==> config.mk <==
export PLATFORM = sky130hd
export DESIGN_NAME = ssp_tx_fifo
export DESIGN_NICKNAME = d
export VERILOG_FILES = /design/src/rtl/ssp_tx_fifo_pkg.sv /design/src/rtl/ssp_fifo_ctrl.sv /design/src/rtl/ssp_tx_fifo.sv
export SDC_FILE = /design/constraint.sdc
export NUM_CORES = 1
export LEC_CHECK = 0
export CORE_ASPECT_RATIO = 0.6
export CORE_MARGIN = 1.5
export CORE_UTILIZATION = 48
export CTS_BUF_LIST = sky130_fd_sc_hd__clkbuf_8
export CTS_CLUSTER_DIAMETER = 30
export CTS_CLUSTER_SIZE = 14
export DETAILED_ROUTE_END_ITERATION = 12
export GPL_TIMING_DRIVEN = 1
export HOLD_SLACK_MARGIN = 0.02
export PLACE_DENSITY_LB_ADDON = 0.08
export SLEW_MARGIN = 10
export SYNTH_ARGS = -nofsm -noshare
export SYNTH_HDL_FRONTEND = slang
export SYNTH_SLANG_ARGS = --single-unit
export TNS_END_PERCENT = 5
==> constraint.sdc <==
create_clock -name PCLK -period 5.3 [get_ports PCLK]
set_input_delay 1.06 -clock PCLK [delete_from_list [all_inputs] [get_ports PCLK]]
set_output_delay 1.06 -clock PCLK [all_outputs]
set_load 0.05 [all_outputs]
==> src/rtl/ssp_tx_fifo_pkg.sv <==
// Shared SSP constants: FIFO geometry used by the transmit and receive paths.
package ssp_tx_fifo_pkg;
  localparam int SSP_DEPTH = 4;
  localparam int SSP_WIDTH = 8;
  localparam int SSP_PTR_W = $clog2(SSP_DEPTH);
endpackage

==> src/rtl/ssp_fifo_ctrl.sv <==
// Circular-buffer bookkeeping: read/write pointers, occupancy and full/empty.
// Callers gate push/pop; this block only tracks them.
module ssp_fifo_ctrl
  import ssp_tx_fifo_pkg::*;
#(
  parameter int DEPTH = SSP_DEPTH,
  parameter int PTR_W = $clog2(DEPTH)
) (
  input  logic             clk,
  input  logic             rst_n,
  input  logic             i_push,
  input  logic             i_pop,
  output logic [PTR_W-1:0] o_wr_ptr,
  output logic [PTR_W-1:0] o_rd_ptr,
  output logic [PTR_W:0]   o_count,
  output logic             o_full,
  output logic             o_empty
);
  logic [PTR_W-1:0] r_wr_ptr;
  logic [PTR_W-1:0] r_rd_ptr;
  logic [PTR_W:0]   r_count;

  // Pointers wrap naturally because DEPTH is a power of two.
  always_ff @(posedge clk or negedge rst_n) begin
    if (!rst_n) begin
      r_wr_ptr <= '0;
      r_rd_ptr <= '0;
      r_count  <= '0;
    end else begin
      if (i_push) r_wr_ptr <= r_wr_ptr + 1'b1;
      if (i_pop)  r_rd_ptr <= r_rd_ptr + 1'b1;
      case ({i_push, i_pop})
        2'b10:   r_count <= r_count + 1'b1;
        2'b01:   r_count <= r_count - 1'b1;
        default: r_count <= r_count;
      endcase
    end
  end

  assign o_wr_ptr = r_wr_ptr;
  assign o_rd_ptr = r_rd_ptr;
  assign o_count  = r_count;
  assign o_full   = (r_count == (PTR_W+1)'(DEPTH));
  assign o_empty  = (r_count == '0);
endmodule

==> src/rtl/ssp_tx_fifo.sv <==
// SSP transmit FIFO: bus writes enqueue, a transmit_complete rising edge
// dequeues the head word that the serial transmitter just finished sending.
module ssp_tx_fifo
  import ssp_tx_fifo_pkg::*;
#(
  parameter int DEPTH = SSP_DEPTH,
  parameter int WIDTH = SSP_WIDTH
) (
  input  logic             PCLK,
  input  logic             CLEAR_B,
  input  logic             PSEL,
  input  logic             PWRITE,
  input  logic [WIDTH-1:0] PWDATA,
  input  logic             transmit_complete,
  output logic [WIDTH-1:0] TxData,
  output logic             tx_ready,
  output logic             SSPTXINTR,
  output logic             tx_overflow
);
  localparam int PTR_W = $clog2(DEPTH);

  logic [WIDTH-1:0] r_mem [DEPTH];
  logic             r_tc_q;
  logic             r_intr;
  logic             r_ovf;
  logic [PTR_W-1:0] w_wr_ptr;
  logic [PTR_W-1:0] w_rd_ptr;
  logic [PTR_W:0]   w_count;
  logic             w_full;
  logic             w_empty;
  logic             w_wr_req;
  logic             w_pop;
  logic             w_push;

  // Pop on the idle-going edge of the transmitter; a full FIFO still
  // accepts a write in that same cycle since a slot is being freed.
  assign w_wr_req = PSEL & PWRITE;
  assign w_pop    = transmit_complete & ~r_tc_q & ~w_empty;
  assign w_push   = w_wr_req & (~w_full | w_pop);

  ssp_fifo_ctrl #(.DEPTH(DEPTH), .PTR_W(PTR_W)) u_ctrl (
    .clk      (PCLK),
    .rst_n    (CLEAR_B),
    .i_push   (w_push),
    .i_pop    (w_pop),
    .o_wr_ptr (w_wr_ptr),
    .o_rd_ptr (w_rd_ptr),
    .o_count  (w_count),
    .o_full   (w_full),
    .o_empty  (w_empty)
  );

  // Storage is intentionally not reset; TxData is meaningless while empty.
  always_ff @(posedge PCLK) begin
    if (w_push) r_mem[w_wr_ptr] <= PWDATA;
  end

  // Edge-detect history, free-space interrupt and sticky overflow.
  // tc_q resets high so a transmitter already idle at release cannot pop.
  always_ff @(posedge PCLK or negedge CLEAR_B) begin
    if (!CLEAR_B) begin
      r_tc_q <= 1'b1;
      r_intr <= 1'b1;
      r_ovf  <= 1'b0;
    end else begin
      r_tc_q <= transmit_complete;
      r_intr <= ~w_full;
      if (w_wr_req && !w_push) r_ovf <= 1'b1;
    end
  end

  // Hide the word being retired this cycle so it is never offered again.
  assign tx_ready    = ((w_count - {{PTR_W{1'b0}}, w_pop}) != '0);
  assign TxData      = r_mem[w_rd_ptr];
  assign SSPTXINTR   = r_intr;
  assign tx_overflow = r_ovf;
endmodule

==> key figures, run 1 <==
Yosys
  • Syn. warnings: 0
  • Synth async-reset ratio: between 20% and 30%
  • Synthesized area: about 1700 µm²
  • Post-Synth Simple-Gate Area: under 10%
  • Largest family of logic cells by synthesized area: multiplexers
  • Post-synthesis mux area share: a little under an eighth
  • FF+latch count, synth: between 40 and 50
  • Library cells used by synthesis: 23
  • Dominant cell by count in the synthesized netlist: edfxtp_1
  • Syn Inst Count: between 80 and 90
  • Post-synth EDFFs: 32
  • Cell taking the most area after synthesis: edfxtp_1
  • Top cell type's share of synthesized area: 56.1%
  • Synth Area in XOR/XNOR: about 3.6%
  • Synth Area in Adders: under 10%
  • Most instantiated cells after synthesis: edfxtp_1, dfrtp_1, mux4_2
  • Syn Nets: between 100 and 150
  • Compound-Gate Fraction of Synth Area: around 1.2%
  • Syn Area/Cell: just under 20 µm²
  • Register area share after synthesis: a little over two thirds
  • Ranking of synthesized cells by area: edfxtp_1, dfrtp_1, mux4_2, ha_1, dfstp_2
  • Prevailing post-synth register cell: edfxtp_1

Clock network
  • # Post-CTS Setup Buffers: 0
  • Post-CTS resize count: 0
  • CTS buffer count: 5
  • Clock Tree Buf Depth: 2
  • Clock transition at path regs: 0.07 ns
  • Clock Root Buffer: clkbuf_8
  • CTS tree: done
  • Clock Latency Late Sink: roughly 0.3 ns
  • H-tree depth: 2
  • CTS Sinks: between 40 and 50
  • # hold bufs at CTS: 0

Worst setup path
  • Critical Path AT: roughly 3.1 ns
  • Element type at the critical path start: input port
  • Req. time, crit path: approximately 4.2 ns
  • Critical path endpoint category: output port
  • RR Startpoint: u_ctrl.o_count[2]
  • Reg-to-reg setup timing slack: between 3 and 4 ns
  • Max Fanout on Critical Path: 4
  • CP Class: input port to output port
  • CP startpoint: transmit_complete

Run status
  • Status: complete, no violations

Global routing
  • Vias in the first global route: roughly 900
  • First-pass GRT wire length: 4570 µm
  • Largest net degree at the start of global routing: 15
  • Total track usage: between 10% and 20%
  • Grt total ovfl: 0
  • Initial antenna violation count: 0

Cells and area
  • Fin nets: roughly 140
  • Post-Layout Inst Area: approximately 2100 µm²
  • Share of cells above drive strength 1: between 20% and 30%
  • Syn-to-layout area delta: 24.2%
  • Ant diodes: 0
  • Final Core Density: between 60% and 70%

STA
  • Final period util: roughly 79%
  • Worst slew margin: about three fifths
  • Max Freq: roughly 240 MHz
  • Unrepaired setup endpoints after global routing: no
  • Worst-margin pin slew: around 0.59 ns
  • Min Tclk post-route: 4.19 ns
  • Hold Slack: ~0.48 ns
  • Slew Viols, Final: 0
  • Setup TNS: 0 ns
  • Setup violators final: 0
  • Clk_skew: approximately 0.0085 ns
  • Fin. Hold Viols: 0

Pwr
  • Static leakage: just under 0.8 nW
  • Overall Power: approximately 1.3 mW
  • PwrDens: roughly 600 nW/µm²
  • Worst vdd ir: 0.000266 V

Min path
  • Hold Path Class: flip-flop to flip-flop
  • Hold Crit Start: tx_overflow

Route
  • Vias per inst: ~5
  • Antenna viol nets, final: 0
  • Iter 0 DRT Violations: 41
  • WL/cell: 17.0 µm
  • Final wirelength: between 2000 and 3000 µm
  • Routed via count: 834
  • Number of iterations in the first detailed-routing pass: 4
  • # DRC: 0

Run
  • MaxCap Viol Count: 0

Placement
  • PortBufs: 23
  • Gp weighted congestion: 0.804
  • Post-DP Area: between 1500 and 2000 µm²
  • Hpwl dp: 1950 µm

Die
  • Starting density of the core: between 50% and 60%
  • Chip Height: around 49 µm
  • Number of cell rows: 16
  • Die X: 80.2 µm
  • IO Pins: 24
  • Die area: 3950 µm²
  • Core area: roughly 3300 µm²
[through the flow]
step	instances	setup WS, ns
after global routing	163	1.00
after CTS	163	1.12
final	163	1.11
after detailed placement	155	1.13
after global placement	155	1.16
after floorplan	89	2.17
[critical path, stage by stage]
cell             delay (ns)
clkdlybuf4s50_1        0.49
nand2b_1               0.13
nor2_1                 0.28
ha_1                   0.22
xnor2_1                0.08
nand3_1                0.08
clkdlybuf4s50_1        0.80
[sequential cells by signal, indices dropped and copies added (netlist names)]
register         count
SSPTXINTR            1
r_mem               32
r_tc_q               1
tx_overflow          1
u_ctrl.o_count       3
u_ctrl.o_rd_ptr      2
u_ctrl.o_wr_ptr      2
[final timing paths]
path,to,cells after the start
worst max-delay path,tx_ready,7
worst min-delay path,tx_overflow,1
worst max register to register,u_ctrl.o_count[2],9
worst min register to register,tx_overflow,1
max in group asynchronous,r_tc_q,1
min in group asynchronous,u_ctrl.o_count[2],1
[layer usage]
metal / track usage (%) / share of wire [%] / vias up
li1: - / - / 386
met1: 23.1 / 49 / 418
met2: 24.5 / 43 / 23
met3: 6.36 / 5.4 / 7
met4: 7.76 / 2.1 / 0
met5: 0 / 0 / -
[power by group]
group          leakage, nW  switching (mW)  internal, mW
clock network       0.0683           0.110         0.189
logic                0.302           0.270         0.202
registers            0.404          0.0701         0.420
total                0.775           0.450         0.811
[logic make-up (layout without fill, tap and decap cells)]
family,Yosys count,in the layout
flip-flops,42,42
AND/OR/NAND/NOR,12,12
multiplexers,10,10
buffers and inverters,9,38
adder cells (fa/ha/maj),7,7
XOR/XNOR,7,7
AO/OA/AOI/OAI,2,2
[placed cells by master (no fill, tap or decap), types with 2 or more instances in the layout]
master / n
xnor2_1: 3
inv_1: 7
clkdlybuf4s50_1: 23
clkbuf_8: 5
dfstp_2: 2
bufinv_16: 2
ha_1: 6
xor2_1: 4
mux4_2: 8
nor2_1: 2
dfrtp_1: 8
and2_2: 4
edfxtp_1: 32
[layout make-up]
type,instances,area [µm²]
multi-input cells,38,465
clock inverters,3,68.8
repair buffers,23,230
well taps,45,56.3
inverters,7,26.3
fillers,253,1190
clock buffers,5,68.8
flip-flops and latches,42,1210
Power figures use the tool's default switching activity.
==> run 2: changes to the inputs <==
Clock period 5.3 ns to 3.7 ns, I/O delays scaled along.
==> key figures, run 2 (synthesized netlist as in run 1, its figures left out) <==
Run status
  • Status: complete, no violations (unchanged)

STA
  • Worst slew margin: 60.7% (was 61.0%)
  • Setup TNS: 0 ns (unchanged)
  • Slew Viols, Final: 0 (unchanged)
  • Min Tclk post-route: between 3 and 4 ns
  • Setup violators final: 0 (unchanged)
  • Unrepaired setup endpoints after global routing: no (unchanged)
  • Final period util: ~83%
  • Max Freq: approximately 330 MHz
  • Fin. Hold Viols: 0 (unchanged)
  • Clk_skew: 0.00489 ns (was 0.00853 ns)
  • Worst-margin pin slew: 0.590 ns (was 0.585 ns)

Cells and area
  • Post-Layout Inst Area: 2130 µm² (about the same)
  • Share of cells above drive strength 1: 22.9% (was 22.0%)
  • Ant diodes: 0 (unchanged)
  • Final Core Density: 64.0% (was 64.1%)
  • Fin nets: 137 (unchanged)
  • Most frequent cells in the layout: edfxtp_1, clkdlybuf4s50_1, mux4_2, dfrtp_1, inv_1 (unchanged)
  • Syn-to-layout area delta: 24.1% (was 24.2%)
  • Commonest non-fill, non-tap cell in the layout: edfxtp_1 (unchanged)
  • Max reg flops: 32 (unchanged)
  • Largest reg by FF count: r_mem (unchanged)

Clock network
  • CTS buffer count: 5 (unchanged)
  • Clock Root Buffer: clkbuf_8 (unchanged)
  • H-tree depth: 2 (unchanged)
  • CTS Sinks: 42 (unchanged)
  • Post-CTS resize count: 0 (unchanged)
  • Clock Latency Late Sink: 0.29 ns (was 0.30 ns)
  • Clock Tree Buf Depth: 2 (unchanged)
  • Clock transition at path regs: 0.07 ns (about the same)
  • # hold bufs at CTS: 0 (unchanged)
  • CTS tree: done (unchanged)
  • # Post-CTS Setup Buffers: 0 (unchanged)

Worst setup path
  • Crit path max-delay cell type: clkdlybuf4s50_1 (unchanged)
  • CP Class: flip-flop to output port (was input port to output port)
  • Ordered cell list for the critical path: mux4_2 -> clkdlybuf4s50_1 (was clkdlybuf4s50_1 -> nand2b_1 -> nor2_1 -> ha_1 -> xnor2_1 -> nand3_1 -> clkdlybuf4s50_1)
  • CP max stage delay: 0.73 ns (was 0.80 ns)
  • CP startpoint: u_ctrl.o_rd_ptr[0] (was transmit_complete)
  • RR Startpoint: r_tc_q (was u_ctrl.o_count[2])
  • Critical Path AT: 2.32 ns (was 3.13 ns)
  • Critical path endpoint category: output port (unchanged)
  • Req. time, crit path: 2.96 ns (was 4.24 ns)
  • Max Fanout on Critical Path: 10 (was 4)
  • Element type at the critical path start: flip-flop (was input port)
  • Reg2Reg Depth: 9 (unchanged)

Route
  • Vias per inst: 5.07 (was 5.12)
  • Routed via count: 826 (was 834)
  • Number of iterations in the first detailed-routing pass: 4 (unchanged)
  • Final wirelength: 2850 µm (was 2770 µm)
  • Antenna viol nets, final: 0 (unchanged)
  • WL/cell: 17.5 µm (was 17.0 µm)
  • Iter 0 DRT Violations: 13 (was 41)
  • # DRC: 0 (unchanged)

Global routing
  • Grt total ovfl: 0 (unchanged)
  • Initial antenna violation count: 0 (unchanged)
  • Vias in the first global route: 927 (was 895)
  • Largest net degree at the start of global routing: 15 (unchanged)
  • Total track usage: 17.6% (was 17.0%)
  • First-pass GRT wire length: 4750 µm (was 4570 µm)

Min path
  • Hold Crit Start: tx_overflow (unchanged)
  • Hold Path Stages: 1 (unchanged)
  • Hold Path Class: flip-flop to flip-flop (unchanged)

Pwr
  • P_int: 1.16 mW (was 811 µW)
  • Switching power total: 643 µW (was 450 µW)
  • Switch share: 35.7% (about the same)
  • PwrDens: 847 nW/µm² (was 592 nW/µm²)
  • Worst vdd ir: 0.000489 V (was 0.000266 V)
  • Static leakage: 0.775 nW (about the same)
  • Flop pwr share: 39.0% (was 38.8%)
  • Comb power frac: 37.4% (was 37.5%)
  • Clock share of power: 23.6% (was 23.7%)

Placement
  • Hpwl dp: 2040 µm (was 1950 µm)
  • PortBufs: 23 (unchanged)
  • Gp weighted congestion: 0.818 (was 0.804)
  • Post-DP Area: 1990 µm² (about the same)

Die
  • Starting density of the core: 51.6% (unchanged)
  • Core area: 3320 µm² (unchanged)
  • Die X: 80.2 µm (unchanged)
  • Chip Height: 49.3 µm (unchanged)
  • Die area: 3950 µm² (unchanged)
  • IO Pins: 24 (unchanged)
  • Number of cell rows: 16 (unchanged)

Run
  • MaxCap Viol Count: 0 (unchanged)
-- run 2: power groups by stage --
| stage | Clock (mW) | Combinational (mW) | Sequential, mW |
|---|---|---|---|
| after global routing | 0.452 | 0.723 | 0.721 |
| after floorplan | 0 | 0.506 | 0.685 |
| after global placement | 0 | 0.664 | 0.710 |
| after CTS | 0.437 | 0.681 | 0.707 |
| final | 0.425 | 0.674 | 0.702 |
| after detailed placement | 0 | 0.679 | 0.718 |
-- run 2: final timing paths --
check                                endpoint  slack (ns)
hold reg to reg                   tx_overflow        0.47
min in group asynchronous  u_ctrl.o_wr_ptr[1]        0.78
setup reg to reg            u_ctrl.o_count[2]        1.61
hold / removal                    tx_overflow        0.47
setup / recovery                    TxData[0]        0.64
max in group asynchronous           SSPTXINTR        2.56
-- run 2: worst max-delay path: cells and delay by family (launching register included) --
kind,cells,cell delay [ns]
multiplexers,1,0.58
buffers and inverters,1,0.73
flip-flops,1,0.72
-- run 2: metrics by stage --
stage	worst slack, ns	power [mW]	std cells	hold slack, ns
global placement	0.754	1.37	155	0.451
finish	0.639	1.80	163	0.471
global route	0.492	1.90	163	0.505
floorplan	1.21	1.19	89	0.444
CTS	0.571	1.83	163	0.477
detailed placement	0.715	1.40	155	0.462
-- run 2: area by class of cell --
type / count / area, µm²
fillers: 243 / 1200
clock buffers: 5 / 68.8
inverters: 7 / 26.3
repair buffers: 23 / 228
multi-input cells: 38 / 465
well taps: 45 / 56.3
flip-flops and latches: 42 / 1210
clock inverters: 3 / 68.8
-- run 2: layer usage --
metal / part of all wire [%] / GRT usage (%) / vias to the layer above
li1: - / - / 385
met1: 46 / 22.8 / 418
met2: 48 / 27.0 / 19
met3: 5.3 / 6.73 / 4
met4: 0.81 / 6.90 / 0
met5: 0 / 0 / -
